<file path="config.mk">
export PLATFORM = sky130hd
export DESIGN_NAME = shift_seq_ctrl
export DESIGN_NICKNAME = d
export VERILOG_FILES = /design/src/rtl/shift_seq_ctrl.sv
export SDC_FILE = /design/constraint.sdc
export NUM_CORES = 1
export LEC_CHECK = 0
export ABC_CLOCK_PERIOD_IN_PS = 2029
export BUFFER_PORTS_ARGS = -buffer_cell sky130_fd_sc_hd__buf_2
export CORE_MARGIN = 3
export CORE_UTILIZATION = 50
export CTS_CLUSTER_SIZE = 16
export DETAILED_ROUTE_END_ITERATION = 10
export PLACE_DENSITY = 0.74
export SYNTH_ARGS = -nofsm -noshare
export SYNTH_HDL_FRONTEND = slang
export SYNTH_SLANG_ARGS = --single-unit
export TNS_END_PERCENT = 1
</file>
<file path="constraint.sdc">
create_clock -name i_clk -period 2.03 [get_ports i_clk]
set_input_delay 0.609 -clock i_clk [delete_from_list [all_inputs] [get_ports i_clk]]
set_output_delay 0.609 -clock i_clk [all_outputs]
set_load 0.01 [all_outputs]
</file>
<file path="src/rtl/shift_seq_ctrl.sv">
// shift_seq_ctrl: sequences a shift register through load, N shifts (pausable/abortable) and a done pulse.
// Ports: i_clk clock; i_clr_ sync active-low reset; i_start/i_dir/i_len request; i_pause stall; i_abort cancel;
//        o_sel reg mode (00 hold,01 left,10 right,11 load); o_ready idle; o_busy active; o_shift shifting;
//        o_cnt shifts remaining; o_done completion pulse. All outputs are registered.
module shift_seq_ctrl #(
  parameter int WIDTH = 8,
  parameter int CW    = 4
) (
  input  logic          i_clk,
  input  logic          i_clr_,
  input  logic          i_start,
  input  logic          i_dir,
  input  logic [CW-1:0] i_len,
  input  logic          i_pause,
  input  logic          i_abort,
  output logic [1:0]    o_sel,
  output logic          o_ready,
  output logic          o_busy,
  output logic          o_shift,
  output logic [CW-1:0] o_cnt,
  output logic          o_done
);
  typedef enum logic [1:0] {IDLE, LOAD, SHIFT, DONE} state_t;
  localparam logic [CW-1:0] WMAX = CW'(WIDTH);
  state_t        state_q, state_d;
  logic          dir_q, dir_d, shift_q, shift_d;
  logic          ready_q, ready_d, busy_q, busy_d, done_q, done_d;
  logic [1:0]    sel_q, sel_d;
  logic [CW-1:0] cnt_q, cnt_d, eff_len;
  // shift_q marks a cycle that actually shifts; SHIFT with shift_q=0 is a pause cycle.
  // i_pause seen at the end of a shift cycle turns the following cycle into a hold.
  always_comb begin
    eff_len = (i_len == '0 || i_len > WMAX) ? WMAX : i_len;
    state_d = state_q;
    dir_d   = dir_q;
    cnt_d   = cnt_q;
    shift_d = 1'b0;
    case (state_q)
      IDLE: if (i_start) begin
        state_d = LOAD;
        dir_d   = i_dir;
        cnt_d   = eff_len;
      end
      LOAD: begin
        state_d = i_abort ? IDLE : SHIFT;
        shift_d = !i_abort;
        cnt_d   = i_abort ? '0 : cnt_q;
      end
      SHIFT: begin
        state_d = i_abort ? IDLE : (shift_q && cnt_q == CW'(1)) ? DONE : SHIFT;
        cnt_d   = (state_d == SHIFT) ? cnt_q - CW'(shift_q) : '0;
        shift_d = (state_d == SHIFT) && !i_pause;
      end
      DONE: begin
        state_d = IDLE;
        cnt_d   = '0;
      end
    endcase
    sel_d   = (state_d == LOAD) ? 2'b11 : shift_d ? (dir_d ? 2'b10 : 2'b01) : 2'b00;
    ready_d = state_d == IDLE;
    busy_d  = state_d == LOAD || state_d == SHIFT;
    done_d  = state_d == DONE;
  end
  always_ff @(posedge i_clk) begin
    if (!i_clr_) begin
      state_q <= IDLE;
      dir_q   <= 1'b0;
      cnt_q   <= '0;
      shift_q <= 1'b0;
      sel_q   <= 2'b00;
      ready_q <= 1'b1;
      busy_q  <= 1'b0;
      done_q  <= 1'b0;
    end else begin
      state_q <= state_d;
      dir_q   <= dir_d;
      cnt_q   <= cnt_d;
      shift_q <= shift_d;
      sel_q   <= sel_d;
      ready_q <= ready_d;
      busy_q  <= busy_d;
      done_q  <= done_d;
    end
  end
  assign o_sel   = sel_q;
  assign o_ready = ready_q;
  assign o_busy  = busy_q;
  assign o_shift = shift_q;
  assign o_cnt   = cnt_q;
  assign o_done  = done_q;
endmodule

</file>
# ---- Word-level counts from Yosys, hierarchy flattened
# Index checks and enable logic that the tools add are counted.
dict set report word_totals {
  regBits 13
  in_bits 10
  output_inout_bits 10
}
dict set report op_classes {
  n_addsub 1
  n_lt_le_gt_ge 1
  eq_ne 10
  muxes 16
  reduce_logical 10
}
# op count
set ops {}
lappend ops {{2-to-1 mux 4 bit} 4}
lappend ops {{one-hot mux 4 bit (4 select lines)} 1}
lappend ops {{2-to-1 mux 2 bit} 6}
lappend ops {{equality test 2 bit, second input constant} 5}
lappend ops {{one-hot mux 2 bit (4 select lines)} 1}
lappend ops {{equality test 2 x 1 -> 1 bit, second input constant} 2}
lappend ops {{equality test 4 x 1 -> 1 bit, second input constant} 1}
lappend ops {{> comparator 4 bit, second input constant} 1}
lappend ops {{zero test 2 bit} 2}
lappend ops {{zero test 4 bit} 1}
lappend ops {{inequality test 2 bit, second input constant} 2}
lappend ops {{subtractor 4 x 1 -> 4 bit} 1}
lappend ops {{2-to-1 mux 1 bit} 3}
lappend ops {{logical AND 1 bit} 2}
lappend ops {{zero test 1 bit} 2}
lappend ops {{logical OR 1 bit} 2}
lappend ops {{one-hot mux 1 bit (2 select lines)} 1}
lappend ops {{AND reduction 2 bit} 1}

# ---- Depth between registers and ports, before layout
dict set report logic_depth {
  depth_word 9
  depth_mapped 8
}

# ---- Worst setup path before layout
# No wires, ideal clock.
dict set report synth_timing {
  path_type {input port to flip-flop}
  startpoint {input i_abort}
  endpoint {register busy_q, in the netlist o_busy}
  setup_ps 115
  arrival_ps 1524
  required_ps 1915
  slack_ps 391
  stages 5
  cell_sequence {nand2b_1 > o31ai_2 > inv_1 > ha_1 > and2_1}
}
dict set report synth_between {
  elab_chain_len 4
  elab_cells_between_ends 6
  classes_between {2 x eq/ne; 3 x mux; 1 x reduce/logical}
}
# element line
set synth_lines {}
lappend synth_lines {{start, declared} 15} ;# input logic i_abort,
lappend synth_lines {{2-to-1 mux 2 bit *} 50} ;# state_d = i_abort ? IDLE : (shift_q && cnt_q == CW'(1)) ? DONE : SHIFT;
lappend synth_lines {{one-hot mux 2 bit (4 select lines) *} 38} ;# case (state_q)
lappend synth_lines {{named net state_d[0]} 25} ;# state_t state_q, state_d;
lappend synth_lines {{equality test 2 x 1 -> 1 bit / equality test 2 bit (equally long branches)} 61} ;# busy_d = state_d == LOAD || state_d == SHIFT;
lappend synth_lines {{logical OR 1 bit *} 61}
lappend synth_lines {{named net busy_d} 27} ;# logic ready_q, ready_d, busy_q, busy_d, done_q, done_d;
lappend synth_lines {{end signal, assigned} 81} ;# busy_q <= busy_d;
lappend synth_lines {{end, declared} 27}
# Mark *: on every way through the listed nets, which the timed path passes. The rest lies on a longest branch.
# A chain may end at the register's enable or synchronous reset.

# ---- Worst setup path in the final report
dict set report layout_timing {
  startpoint {register state_q[0]}
  endpoint {register busy_q, in the netlist o_busy}
}
dict set report layout_between {
  elab_chain_len 4
  elab_cells_between_ends 9
  classes_between {5 x eq/ne; 2 x mux; 2 x reduce/logical}
}
# element line
set layout_lines {}
lappend layout_lines {{start, declared} 25}
lappend layout_lines {{start signal, assigned} 75} ;# state_q <= state_d;
lappend layout_lines {{equality test 2 bit (tied with other cells)} 38}
lappend layout_lines {{one-hot mux 2 bit (4 select lines) *} 38}
lappend layout_lines {{named net state_d[1]} 25}
lappend layout_lines {{equality test 2 x 1 -> 1 bit / equality test 2 bit (equally long branches)} 61}
lappend layout_lines {{logical OR 1 bit *} 61}
lappend layout_lines {{named net busy_d} 27}
# Marked as above.

==> flow_summary.ini <==
[outcome]
outcome = finished, final reports clean

[timing]
drv_slew = 0
worst_pin_slew_ns = 0.363
period_share_pct = 85.6
relSlewSlack_pct = 75.6
fin_crit_ns = 1.74
rsz0062_at_grt = false
clock_skew_ns = 0.00113
hold_viol = 0
setup_violations = 0
fmax_ghz = 0.576
fin_tns_setup_ns = 0

[finish]
fill_cells = 135
drive_above_1_share_pct = 27.1
layout_commonest_cell = buf_2
final_cell_mix = 19 x buf_2, 13 x inv_1, 13 x dfxtp_1, 9 x ha_1
layout.nets = 127
syn2layout_area_growth_pct = 19.6
final_cell_area_um2 = 900
n_antenna_cell = 0

[placed_design]
gp_congestion = 0.772
placed_cell_area_um2 = 873
dp_hpwl_mm = 1.25
numPortBuffers = 19

[synth]
synthCells = 83
syn_avg_cell_area_um2 = 9.06
yosysSeqAreaShare_pct = 34.6
synth_ff_type = dfxtp_1
syn-num-nets = 102
synthTopCellsByArea = dfxtp_1 35%, ha_1 15%, inv_1 6.5%, and2_1 3.3%, nand4_4 2.8%
synth.largest_area_cell = dfxtp_1
syn_area_um2 = 752
synth.distinct_cells = 29
ys_ff_latch = 13
synth_edf_count = 0
ys_warn_count = 0
synth_top_area_share_pct = 34.6
synthArstFlopShare_pct = 0

[worst_setup_path]
cp_common_cell = ha_1
slowest_stage = o31ai_1
start_kind = flop
cpPeakStageDelay_ns = 0.39
cp_data_required_time_ns = 2.21
end_kind = flop
crit_arrival_ns = 1.92
crit_family = adder cells
cp_max_fo = 8
critPathBufInv = 2
worstPathCellList = inv_1 -> ha_1 -> o31ai_1 -> inv_2 -> ha_1 -> and2_1
crit_start = state_q[0]
rr_startpoint = state_q[0]
setup.worst_path.class = reg2reg

[global_routing]
grt_pass1_wl_mm = 2.86
antenna_found_initial = 0
grt_max_degree = 11
grtUsageTotal_pct = 19.3
grt_pass1_vias = 680
gr-total-overflow = 0

[power]
p_per_area_mw_per_mm2 = 646
p_leak_uw = 0.000440
ir_drop_v = 0.000379

[route]
drc = 0
dr_total_vias = 660
routed_wl_mm = 1.59
ant_nets = 0
viasPerCell = 5.41
drt_first_iter_violations = 20
first_pass_iters = 4
post_drt_wl_per_cell_um = 13.1

[die]
dieWidth_um = 44.8
start_util_pct = 55.7
fp.dieArea_mm2 = 0.00201
fp.coreArea_mm2 = 0.00135
ios = 20
die_h_um = 44.8
rows = 13

[job]
drv_cap = 0

[worst_hold_path]
hold_start = o_cnt[3]
worst_hold_path_type = reg2reg

[clock_network]
clockBufferDepth = 2
tritoncts = done
hold_buffers = 0
cts_sinks = 13
htreeDepth = 1
post_cts_buffers = 0
cts_made_buffers = 3
clk_latency_ns = 0.28
cts_root_buf = clkbuf_4
path_clk_slew_ns = 0.08
post_cts_resize_count = 0
[synth_stat cells (2+ instances only)]
library cell,number
o21ai_1,2
inv_1,13
a31oi_1,2
and2_1,4
nor3_1,2
ha_1,9
nor2_1,4
dfxtp_1,13
a32oi_1,2
nand3b_1,2
mux2i_1,2
a21oi_1,2
nand2_1,4
a41oi_1,2
nand2b_1,3
o21ai_0,4
[per-stage QoR]
stage	utilization (%)	setup WS [ns]	hold WS [ns]	cells	total power, uW
after global routing	66.6	0.107	0.551	122	621
after floorplan	-	0.391	0.475	83	373
after CTS	66.6	0.284	0.528	122	586
after global placement	64.7	0.315	0.493	118	417
after detailed placement	64.7	0.270	0.515	118	420
final	66.6	0.293	0.531	122	581
[power by group]
group | internal [uW] | leakage, uW | switching (uW)
clock network | 76.4 | 0.0000150 | 91.2
logic | 56.4 | 0.000318 | 70.4
registers | 273 | 0.000107 | 13.5
total | 406 | 0.000440 | 175
[tightest hold or removal path: cells and delay by family, from the launching register on]
kind | cells | cell delay [ns]
AO/OA/AOI/OAI | 1 | 0.07
AND/OR/NAND/NOR | 1 | 0.07
flip-flops | 1 | 0.35
[registers in the layout, indices dropped and copies added, names as in the netlist]
name and flops:
o_ready 1, state_q 2, o_done 1, dir_q 1, o_busy 1, o_shift 1, o_cnt 4, o_sel 2
[metal layers]
metal | share of wire, % | GRT usage [%] | vias up
li1 | - | - | 335
met1 | 44 | 23.8 | 303
met3 | 4.8 | 3.59 | 5
met5 | 0 | 0 | -
met4 | 2.3 | 8.77 | 0
met2 | 49 | 32.4 | 17
[final timing paths]
path | to | slack (ns) | cells past startpoint
max | o_busy | 0.29 | 6
min | o_cnt[3] | 0.53 | 2
max reg2reg | o_busy | 0.29 | 6
min reg2reg | o_cnt[3] | 0.53 | 2
[kinds of logic (layout without fill, tap and decap cells)]
family	Yosys count	count (layout)	synth area share [%]
AND/OR/NAND/NOR	25	25	21.1
AO/OA/AOI/OAI	20	20	19.6
buffers and inverters	14	38	6.99
flip-flops	13	13	34.6
adder cells (fa/ha/maj)	9	9	15.0
multiplexers	2	2	2.66
[cell type report]
type / instances / area, um2 / area share, %
multi-input combinational: 56 / 439 / 48.8
sequential: 13 / 260 / 28.9
timing repair buffer: 20 / 103 / 11.4
inverter: 14 / 52.6 / 5.84
clock buffer: 4 / 26.3 / 2.92
tap: 15 / 18.8 / 2.09
No activity file was read; power rests on OpenSTA's default activity.
